--- config.mk ---
export PLATFORM = sky130hd
export DESIGN_NAME = melody_sequencer_flat
export DESIGN_NICKNAME = d
export VERILOG_FILES = /design/src/rtl/melody_pkg.sv /design/src/rtl/melody_sequencer_if.sv /design/src/rtl/melody_sequencer_beat_timer.sv /design/src/rtl/melody_sequencer.sv /design/src/flat_wrapper.sv
export SDC_FILE = /design/constraint.sdc
export NUM_CORES = 1
export LEC_CHECK = 0
export BUFFER_PORTS_ARGS = -buffer_cell sky130_fd_sc_hd__buf_4
export CAP_MARGIN = 20
export CORE_UTILIZATION = 60
export CTS_CLUSTER_DIAMETER = 120
export CTS_CLUSTER_SIZE = 28
export DETAILED_ROUTE_END_ITERATION = 10
export PLACE_DENSITY = 0.84
export RECOVER_POWER = 50
export SYNTH_ARGS = -nofsm -noshare
export SYNTH_HDL_FRONTEND = slang
export SYNTH_HIERARCHICAL = 1
export SYNTH_SLANG_ARGS = --single-unit
--- constraint.sdc ---
create_clock -name inclk -period 4.05 [get_ports inclk]
set_clock_uncertainty 0.15 [all_clocks]
set_input_delay 0.6075 -clock inclk [delete_from_list [all_inputs] [get_ports inclk]]
set_output_delay 0.6075 -clock inclk [all_outputs]
set_load 0.02 [all_outputs]
--- src/rtl/melody_pkg.sv ---
// Shared types for the melody sequencer: song entry layout, tone codes,
// FSM states and the default song table.
package melody_pkg;

  typedef struct packed {
    logic       rest;
    logic [2:0] tone;
    logic [2:0] beats;
  } note_t;

  localparam logic [2:0] DO_LO = 3'd0;
  localparam logic [2:0] RE    = 3'd1;
  localparam logic [2:0] MI    = 3'd2;
  localparam logic [2:0] FA    = 3'd3;
  localparam logic [2:0] SO    = 3'd4;
  localparam logic [2:0] LA    = 3'd5;
  localparam logic [2:0] TI    = 3'd6;
  localparam logic [2:0] DO_HI = 3'd7;

  typedef enum logic [1:0] {IDLE, NOTE, GAP} state_t;

  // Scale up do..DO, then back down DO..do, two beats per note.
  localparam note_t [0:15] SONG = '{
    '{1'b0, DO_LO, 3'd2}, '{1'b0, RE,    3'd2}, '{1'b0, MI,    3'd2}, '{1'b0, FA,    3'd2},
    '{1'b0, SO,    3'd2}, '{1'b0, LA,    3'd2}, '{1'b0, TI,    3'd2}, '{1'b0, DO_HI, 3'd2},
    '{1'b0, DO_HI, 3'd2}, '{1'b0, TI,    3'd2}, '{1'b0, LA,    3'd2}, '{1'b0, SO,    3'd2},
    '{1'b0, FA,    3'd2}, '{1'b0, MI,    3'd2}, '{1'b0, RE,    3'd2}, '{1'b0, DO_LO, 3'd2}
  };

  // A zero-beat entry still plays for one beat.
  function automatic logic [2:0] beats_of(note_t n);
    return (n.beats == 3'd0) ? 3'd1 : n.beats;
  endfunction

endpackage

--- src/rtl/melody_sequencer_if.sv ---
// Control and tone-select bundle between the sequencer and its user / the organ.
interface melody_sequencer_if;
  import melody_pkg::*;

  // start is a one-cycle request accepted only while busy=0 (not queued);
  // done is a one-cycle completion strobe; stop is a level abort with priority.
  logic       start;
  logic       stop;
  logic       loop_en;
  logic [2:0] sel;
  logic       note_on;
  logic       busy;
  logic       done;
  logic [3:0] note_idx;
  state_t     state;

  modport slave (
    input  start, stop, loop_en,
    output sel, note_on, busy, done, note_idx, state
  );

  modport master (
    output start, stop, loop_en,
    input  sel, note_on, busy, done, note_idx, state
  );
endinterface

--- src/rtl/melody_sequencer_beat_timer.sv ---
// Loadable down-counter; expired is high while the count sits at zero.
module beat_timer #(
  parameter int W = 8
) (
  input  logic         inclk,
  input  logic         reset,
  input  logic         clear,
  input  logic         load,
  input  logic [W-1:0] load_value,
  output logic         expired
);

  logic [W-1:0] count;

  always_ff @(posedge inclk or negedge reset) begin
    if (!reset) begin
      count <= '0;
    end else if (clear) begin
      count <= '0;
    end else if (load) begin
      count <= load_value;
    end else if (count != '0) begin
      count <= count - 1'b1;
    end
  end

  assign expired = (count == '0);

endmodule

--- src/rtl/melody_sequencer.sv ---
// Steps through a song table, holding each tone for its beat count and
// following it with a silent gap; drives the organ's 3-bit tone select.
module melody_sequencer
  import melody_pkg::*;
#(
  parameter int           BEAT_CYCLES = 12_500_000,
  parameter int           GAP_CYCLES  = 1_250_000,
  parameter int           SONG_LEN    = 16,
  parameter note_t [0:15] SONG_TABLE  = SONG
) (
  input logic               inclk,
  input logic               reset,
  melody_sequencer_if.slave bus
);

  localparam int CW = $clog2(7 * BEAT_CYCLES + 1);
  localparam logic [CW-1:0] GAP_LOAD = CW'(GAP_CYCLES - 1);
  localparam logic [3:0]    LAST_IDX = 4'(SONG_LEN - 1);

  state_t     state, state_n;
  logic [2:0] sel_q, sel_n;
  logic       note_on_q, note_on_n;
  logic       busy_q, busy_n;
  logic       done_q, done_n;
  logic [3:0] idx_q, idx_n;

  logic          tmr_clear, tmr_load, tmr_expired;
  logic [CW-1:0] tmr_load_value;
  logic          launch;
  logic [3:0]    launch_idx;
  note_t         launch_entry;

  beat_timer #(.W(CW)) u_timer (
    .inclk      (inclk),
    .reset      (reset),
    .clear      (tmr_clear),
    .load       (tmr_load),
    .load_value (tmr_load_value),
    .expired    (tmr_expired)
  );

  always_ff @(posedge inclk or negedge reset) begin
    if (!reset) begin
      state     <= IDLE;
      sel_q     <= 3'd0;
      note_on_q <= 1'b0;
      busy_q    <= 1'b0;
      done_q    <= 1'b0;
      idx_q     <= 4'd0;
    end else begin
      state     <= state_n;
      sel_q     <= sel_n;
      note_on_q <= note_on_n;
      busy_q    <= busy_n;
      done_q    <= done_n;
      idx_q     <= idx_n;
    end
  end

  always_comb begin
    state_n        = state;
    sel_n          = sel_q;
    note_on_n      = note_on_q;
    done_n         = 1'b0;
    idx_n          = idx_q;
    tmr_clear      = 1'b0;
    tmr_load       = 1'b0;
    tmr_load_value = '0;
    launch         = 1'b0;
    launch_idx     = 4'd0;

    if (bus.stop) begin
      state_n   = IDLE;
      note_on_n = 1'b0;
      idx_n     = 4'd0;
      tmr_clear = 1'b1;
    end else begin
      case (state)
        IDLE: begin
          if (bus.start) begin
            launch     = 1'b1;
            launch_idx = 4'd0;
          end
        end
        NOTE: begin
          if (tmr_expired) begin
            state_n        = GAP;
            note_on_n      = 1'b0;
            tmr_load       = 1'b1;
            tmr_load_value = GAP_LOAD;
          end
        end
        GAP: begin
          if (tmr_expired) begin
            if (idx_q < LAST_IDX) begin
              launch     = 1'b1;
              launch_idx = idx_q + 4'd1;
            end else if (bus.loop_en) begin
              launch     = 1'b1;
              launch_idx = 4'd0;
            end else begin
              state_n = IDLE;
              done_n  = 1'b1;
              idx_n   = 4'd0;
            end
          end
        end
        default: state_n = IDLE;
      endcase
    end

    // Entry lookup feeds sel/note_on on the same edge that enters NOTE.
    launch_entry = SONG_TABLE[launch_idx];
    if (launch) begin
      state_n        = NOTE;
      idx_n          = launch_idx;
      sel_n          = launch_entry.tone;
      note_on_n      = ~launch_entry.rest;
      tmr_load       = 1'b1;
      tmr_load_value = CW'(beats_of(launch_entry)) * CW'(BEAT_CYCLES) - CW'(1);
    end

    busy_n = (state_n != IDLE);
  end

  assign bus.sel      = sel_q;
  assign bus.note_on  = note_on_q;
  assign bus.busy     = busy_q;
  assign bus.done     = done_q;
  assign bus.note_idx = idx_q;
  assign bus.state    = state;

endmodule
--- src/flat_wrapper.sv ---
// flat-port wrapper written by rule: the top's interface ports become plain ports
module melody_sequencer_flat import melody_pkg::*;
#(
  parameter int           BEAT_CYCLES = 12_500_000,
  parameter int           GAP_CYCLES  = 1_250_000,
  parameter int           SONG_LEN    = 16,
  parameter note_t [0:15] SONG_TABLE  = SONG
)
  (inclk, reset, bus_start, bus_stop, bus_loop_en, bus_sel, bus_note_on, bus_busy, bus_done, bus_note_idx, bus_state);
  melody_sequencer_if bus_i ();
  input logic inclk;
  input logic reset;
  input wire logic [$bits(bus_i.start)-1:0] bus_start;
  input wire logic [$bits(bus_i.stop)-1:0] bus_stop;
  input wire logic [$bits(bus_i.loop_en)-1:0] bus_loop_en;
  output wire logic [$bits(bus_i.sel)-1:0] bus_sel;
  output wire logic [$bits(bus_i.note_on)-1:0] bus_note_on;
  output wire logic [$bits(bus_i.busy)-1:0] bus_busy;
  output wire logic [$bits(bus_i.done)-1:0] bus_done;
  output wire logic [$bits(bus_i.note_idx)-1:0] bus_note_idx;
  output wire logic [$bits(bus_i.state)-1:0] bus_state;
  assign bus_i.start = bus_start;
  assign bus_i.stop = bus_stop;
  assign bus_i.loop_en = bus_loop_en;
  assign bus_sel = bus_i.sel;
  assign bus_note_on = bus_i.note_on;
  assign bus_busy = bus_i.busy;
  assign bus_done = bus_i.done;
  assign bus_note_idx = bus_i.note_idx;
  assign bus_state = bus_i.state;
  melody_sequencer #(.BEAT_CYCLES(BEAT_CYCLES), .GAP_CYCLES(GAP_CYCLES), .SONG_LEN(SONG_LEN), .SONG_TABLE(SONG_TABLE)) u_core (.inclk(inclk), .reset(reset), .bus(bus_i));
endmodule
==> summary by stage, run 1 <==
Yosys
The share of async-settable or async-resettable flops after synthesis is 100%. Yosys printed 6 warnings. The area share of the largest cell type after synthesis is 41.9%. The synthesized design spends more area on one cell type than any other, namely dfrtp_1. Synthesis instantiated 55 different standard cells from the library. Sequential elements use 41.9% of the synthesized area.

Counting every instance in the synthesized netlist gives 249. Counting flops and latches in the post-synthesis netlist gives 39. The synthesized netlist occupies a cell area of 2330 µm².

Dividing the synthesized area by the synthesized cell count gives 9.36 µm². The number of enable-type register cells in the synthesized netlist is 0. Ranked by total cell area, the synthesized netlist is headed by dfrtp_1 42%, xnor2_1 5.3%, nand2_1 5.0%. In the synthesized netlist the dominant register cell turns out to be dfrtp_1.

Detailed routing
Across all layers, the routed design uses 1,939 vias. The starting DRC count in detailed routing is 104. The met3 routed wirelength is 260 µm.

The top layer reached by signal wires is met4. The sum of routed wire length over all layers is 5070 µm. The detailed-route vias per instance is 6.14. Before antenna repair, the detailed router went through 5 iterations. The wire length the detailed router placed on met1 is 2400 µm.

The average routed wire per standard cell is 16.0 µm. The count of unresolved DRC violations after routing is 0. The number of antenna-violating nets in the routed design is 0. The detailed-routed wire length on met2 is 2320 µm.

Timing
For the pin with the worst max-slew slack, the measured transition is 2.02 ns. Setup repair after global routing left no endpoint under its margin. The normalized max-slew margin is -34.6%.

The number of endpoints with negative hold slack in the final report came to 0. The maximum operating frequency is 310 MHz. Setup total negative slack on the finished layout was measured at 0 ns.

Dividing the final minimum period by the clock period gives 79.7%. The number of setup violations in the final report is 0. The number of slew-limit violations in the final report was 40. The worst path needs 3.23 ns of the cycle, external delays included.

CTS
The buffers inserted during post-CTS setup optimization is 0. Counting along the longest clock path gives a buffer depth of 2. The number of clock buffers added by TritonCTS is 5. Buffers inserted to repair hold after CTS numbered 0. The clock transition at the registers of the reported paths is 0.08 ns. The insertion delay to the later sink of the worst-skew pair is 0.30 ns. The H-tree was split into 2 levels. The tree is rooted in a clkbuf_8.

Once the clock tree was built, the resizer swapped 0 gates to a different size. TritonCTS built the clock tree. The sink count of the clock tree is 39.

Floorplanning
The die span in x is 64.3 µm. The die outline area is 4140 µm². For this design the top-level I/O count stands at 17. The vertical extent of the die is 64.3 µm. For this configuration, the core starts out at a cell density of 63.2%. The core area is 3690 µm². The standard-cell row count is 22.

Global route
After global routing the overflow that remains totals 0. The first-pass GRT wire length is 8730 µm. The maximum number of pins on one net before global-route repair is 40.

The number of antenna violations at the first check in global routing came to 0. The total global-route track usage is 28.0%. The via count of the first global-routing pass is 1,744.

Finish
The final standard cell area without fillers is 2590 µm². The area added between synthesis and finish is 11.2%. Counting the fill cells in the layout gives 313. Leaving out fill and tap cells, the most frequent cell in the layout is dfrtp_1. The fraction of layout instances using a drive strength above 1 is 12.7%. The final net count is 274. The register area is 976 µm².

The top cell types in the final layout, fill and taps aside, are 39 x dfrtp_1, 31 x nand2_1, 19 x nor2_1, 14 x xnor2_1, 13 x buf_4. The number of diodes added for antenna fixing is 0. The area taken by multi-input logic gates is 1270 µm².

Hold path
The min-delay analysis places its worst path in the category reg2reg.

Pwr
The leakage component of the power is 1.16 nW. The peak supply drop is 517 µV. The power per cell area is 760 nW/µm².

Setup path
The cell with the largest stage delay on the worst path is or4b_1. STA puts the critical path data required time at 4.04 ns. The largest single stage delay on the critical path is 0.58 ns. The maximum net fanout on the critical path is 12. STA classifies the critical path startpoint as a flip-flop. The flop-to-flop setup slack is 0.82 ns. By instance count, the cell type seen most on the critical path is nor2_1. The sort of element at the end of the critical path is a flip-flop. The worst setup path category is reg2reg. Traced cell by cell, the critical path runs through inv_1, ha_1, or4b_1, nor2_1, nor4b_1, buf_4, o21ai_1, a21oi_1, nor2_1, nand2b_1, o21ai_0. The arrival time reported for the critical path endpoint is 3.22 ns.

Placement
Buffers placed on the I/O ports in this run total 16. Detailed placement finished with a half-perimeter wire length of 3390 µm. Routability-driven placement finished with a final weighted congestion of 0.910.

In this run the cell area measured after placement is 2480 µm².

Run status
The checks that failed: max-capacitance violations, max-slew violations. The run finished, with violations left.

Flow run
Max-cap violations in this run came to 1.
layout make-up:
cell class / count / share of cell area (%)
clock buffers: 6 / 2.80
clock inverters: 2 / 2.32
inverters: 7 / 1.01
multi-input cells: 194 / 49.1
flip-flops and latches: 39 / 37.7
well taps: 48 / 2.32
repair buffers: 20 / 4.78
metal layers:
layer	track usage [%]	vias up
met5	0	-
met2	40.1	60
met3	6.61	10
li1	-	931
met1	40.6	938
met4	11.4	0
stage by stage:
stage | total power, mW | hold WS (ns) | setup slack, ns | util [%] | cells
floorplan | 1.39 | 0.162 | 0.609 | - | 254
global placement | 1.55 | 0.394 | 0.926 | 67.4 | 308
detailed placement | 1.57 | 0.401 | 0.893 | 67.4 | 308
CTS | 1.97 | 0.122 | 0.823 | 71.0 | 316
global route | 2.12 | 0.439 | 0.553 | 70.3 | 316
finish | 1.97 | 0.416 | 0.823 | 70.3 | 316
cell families after synthesis:
group,Yosys count,synth area share (%)
simple gates,102,25.1
xor+xnor,21,7.89
flops,39,41.9
fa+ha+maj,2,1.07
buf+inv,21,4.35
mux,5,2.25
other cells,1,0.161
compound gates,58,17.3
where the power goes:
group / internal, mW / switching (mW)
Sequential: 0.498 / 0.130
Combinational: 0.408 / 0.548
Clock: 0.246 / 0.141
Total: 1.15 / 0.818
state kept, by name, indices dropped and copies added (netlist names):
name and flops:
u_core/bus.state 2, u_core/bus.note_on 1, u_core/bus.busy 1, u_core/bus.done 1, u_core/bus.note_idx 4, u_core/u_timer/count 27
u_core/bus.sel 3
Yosys cell counts (all sizes together) (2+ instances only):
| master | number |
|---|---|
| dfrtp | 39 |
| nand2 | 31 |
| nor2 | 19 |
| o21ai | 18 |
| a21oi | 14 |
| xnor2 | 14 |
| clkbuf | 9 |
| or3 | 9 |
| inv | 7 |
| nor3 | 7 |
| nor4 | 7 |
| xor2 | 7 |
| o41ai | 6 |
| or4 | 6 |
| buf | 5 |
| a211o | 3 |
| a21o | 3 |
| mux2i | 3 |
| nand2b | 3 |
| nor3b | 3 |
| nor4b | 3 |
| o31ai | 3 |
| a22o | 2 |
| ha | 2 |
| mux2 | 2 |
| nand3 | 2 |
| nand4b | 2 |
| nor2b | 2 |
path summary, 6_finish.rpt:
check	to	cells after the start	startpoint
setup reg to reg	u_core/u_timer/count[10]	11	u_core/u_timer/count[0]
hold / removal	u_core/u_timer/count[26]	1	u_core/u_timer/count[26]
hold reg to reg	u_core/u_timer/count[26]	1	u_core/u_timer/count[26]
setup / recovery	u_core/u_timer/count[10]	11	u_core/u_timer/count[0]
min in group asynchronous	u_core/u_timer/count[6]	1	reset
max in group asynchronous	u_core/bus.sel[0]	1	reset
worst max-delay path, delay by kind of cell (launching register included):
family	cells	cell delay [ns]
flops	1	0.45
fa+ha+maj	1	0.19
simple gates	5	1.45
buf+inv	2	0.29
compound gates	3	0.53
Power figures use the tool's default switching activity.
==> run 2: changes to the inputs <==
Clock period 4.05 ns to 3.05 ns, I/O delays scaled along.
==> summary by stage, run 2 (synthesis gave the netlist of run 1 again) <==
Run status
The flow ran to the end, and the final reports show no timing, DRC or antenna violations.

Timing
The part of the cycle the worst path needs is 96.5% (+17 points). The normalized max-slew margin is 37.0% (+72 points). The number of endpoints with negative hold slack in the final report was 0 (unchanged). Setup repair after global routing left no endpoint under its margin. The clock period minus final worst setup slack is 2.94 ns (-0.284 ns). The setup TNS is 0 ns (unchanged). The pin slew with the least headroom to its limit is 0.945 ns (-1.07 ns).

The number of slew-limit violations in the final report is 0 (-100%). The number of setup violations in the final report is 0 (unchanged). The maximum operating frequency is 340 MHz (+9.6%).

Hold path
The tightest min-delay check is of the in2reg type.

CTS
TritonCTS built the clock tree. The cell chosen for the clock root is clkbuf_8. The maximum buffer depth of the clock tree is 2 (unchanged). The sink count of the clock tree is 39 (unchanged). The insertion delay to the later sink of the worst-skew pair is 0.29 ns (about the same). The TritonCTS buffer count is 5 (unchanged). The clock transition at the registers of the reported paths was 0.08 ns (about the same). The CTS H-tree depth is 2 (unchanged).

Floorplanning
The die outline area was 4140 µm² (unchanged). The vertical extent of the die is 64.3 µm (unchanged). The standard-cell row count is 22 (unchanged). The total I/O pin count is 17 (unchanged). The core area was 3690 µm² (unchanged). The starting utilization of the core area is 63.2% (unchanged). The die span in x is 64.3 µm (unchanged).

Finish
The final net count is 283 (+3.3%). The fraction of layout instances using a drive strength above 1 is 18.8% (+6.1 points). The largest register by flop count is u_core/u_timer/count. The number of flip-flops in the largest register is 27 (unchanged). The final standard cell area without fillers is 2690 µm² (+3.7%). The number of diodes added for antenna fixing is 0 (unchanged). The most common cell after layout, fill and taps aside is dfrtp_1.

The area added between synthesis and finish is 15.3%. The post-layout utilization of the core is 72.9% (+2.6 points). Leaving out fill and tap cells, the most frequent cells in the layout are 39 x dfrtp_1, 31 x nand2_1, 21 x buf_4, 18 x nor2_1, 14 x xnor2_1. The fill cell instance count of the final layout is 282 (-9.9%).

Setup path
The maximum net fanout on the critical path is 9 (-3). The setup path with the least slack is of type reg2reg. The largest stage delay on the critical path is 0.55 ns (-0.03 ns). The data required time of the critical path was 3.08 ns (-0.96 ns). The signal on the critical path passes through or3_1, or4_1, nor4b_4, buf_6, and4bb_4, a22oi_4, inv_1, buf_4, nand2_1, o41ai_1.

The arrival time reported for the critical path endpoint came to 2.98 ns (-0.24 ns). The worst setup path is launched from a flip-flop. The slowest stage of the critical path is the or4_1 cell.

The sort of element at the end of the critical path is a flip-flop.

Detailed routing
The number of antenna-violating nets in the routed design is 0 (unchanged). The sum of routed wire length over all layers is 5060 µm (-0.18%). The starting DRC count in detailed routing is 201 (+93%).

The detailed-route vias per instance is 6.05 (-1.4%). The count of unresolved DRC violations after routing came to 0 (unchanged). The detailed-routing iteration count for the pre-antenna-repair pass is 5 (unchanged). The via count is 1,966 (+1.4%). The average routed wire per standard cell is 15.6 µm (-2.9%).

Placement
The count of buffers from port buffering is 16 (unchanged). The weighted congestion at the end of routability-driven global placement is 0.862 (-5.4%). The cell area reported after detailed placement is 2560 µm² (+2.9%).

The HPWL reported at the end of detailed placement is 3470 µm (+2.3%).

Flow run
The number of max-cap violations is 0 (-1).

Global route
The aggregate global routing overflow is 0 (unchanged). The first-pass GRT wire length was 8840 µm (+1.3%). The met1 demand-to-capacity share in global routing is 40.1% (-0.54 points). The total global-route track usage is 28.2% (+0.16 points).

The number of antenna violations at the first check in global routing is 0 (unchanged). The global routing's busiest layer is met2. The via count of the first global-routing pass was 1,830 (+4.9%).

The maximum number of pins on one net before global-route repair is 40 (unchanged). The met3 layer usage reported by global route was 5.18% (-1.4 points). The met2 demand-to-capacity share in global routing is 43.0% (+2.9 points).

Pwr
The power per cell area was 1010 nW/µm² (+32%). The peak supply drop came to 561 µV (+8.6%). The leakage component of the power was 1.21 nW (+4.6%).
==> run 2: worst paths after layout <==
| check | slack, ns | depth (start not counted) | startpoint | endpoint |
|---|---|---|---|---|
| worst max register to register | 0.11 | 10 | u_core/u_timer/count[22] | u_core/u_timer/count[11] |
| worst min register to register | 0.41 | 1 | u_core/u_timer/count[26] | u_core/u_timer/count[26] |
| max in group asynchronous | 1.47 | 2 | reset | u_core/u_timer/count[24] |
| min in group asynchronous | 0.69 | 2 | reset | u_core/u_timer/count[1] |
| worst max-delay path | 0.11 | 10 | u_core/u_timer/count[22] | u_core/u_timer/count[11] |
| worst min-delay path | 0.34 | 3 | bus_loop_en | u_core/bus.done |
==> run 2: stage by stage <==
stage	cells	hold slack [ns]	setup WS, ns	power (mW)
final	325	0.345	0.107	2.71
after global routing	325	0.349	0.00739	2.90
after CTS	325	0.335	0.0649	2.64
after detailed placement	316	0.306	0.108	2.17
after global placement	316	0.303	0.187	2.15
after floorplan	254	0.0119	0.00545	1.87
==> run 2: routing by layer <==
metal | vias to the layer above | routed length [µm] | share of wire, %
met5 | - | 0 | 0
met4 | 0 | 44 | 0.87
met3 | 4 | 314 | 6.2
met2 | 54 | 2400 | 47
met1 | 961 | 2300 | 45
li1 | 947 | - | -
==> run 2: power by group <==
part | switching [mW] | internal [mW]
Sequential | 0.168 | 0.661
Combinational | 0.781 | 0.649
Clock | 0.182 | 0.265
==> run 2: layout make-up <==
type / instances / area, µm² / share of cell area (%)
multi-input cells: 194 / 1310 / 48.6
well taps: 48 / 60.1 / 2.23
repair buffers: 29 / 203 / 7.54
clock buffers: 6 / 82.6 / 3.07
clock inverters: 2 / 35.0 / 1.30
flip-flops and latches: 39 / 976 / 36.3
inverters: 7 / 26.3 / 0.978
==> run 2: critical path: cells and delay by family, from the launching register on <==
family | cells | cell delay (ns)
AO/OA/AOI/OAI | 2 | 0.17
buffers and inverters | 3 | 0.47
flip-flops | 1 | 0.41
AND/OR/NAND/NOR | 5 | 1.65
==> run 2: what timing repair did <==
action	CTS	global route
endpoints found under the hold margin	39	0
gates resized for setup	0	5
endpoints found under the setup margin	0	16
setup buffers	0	0
hold buffers	1	0
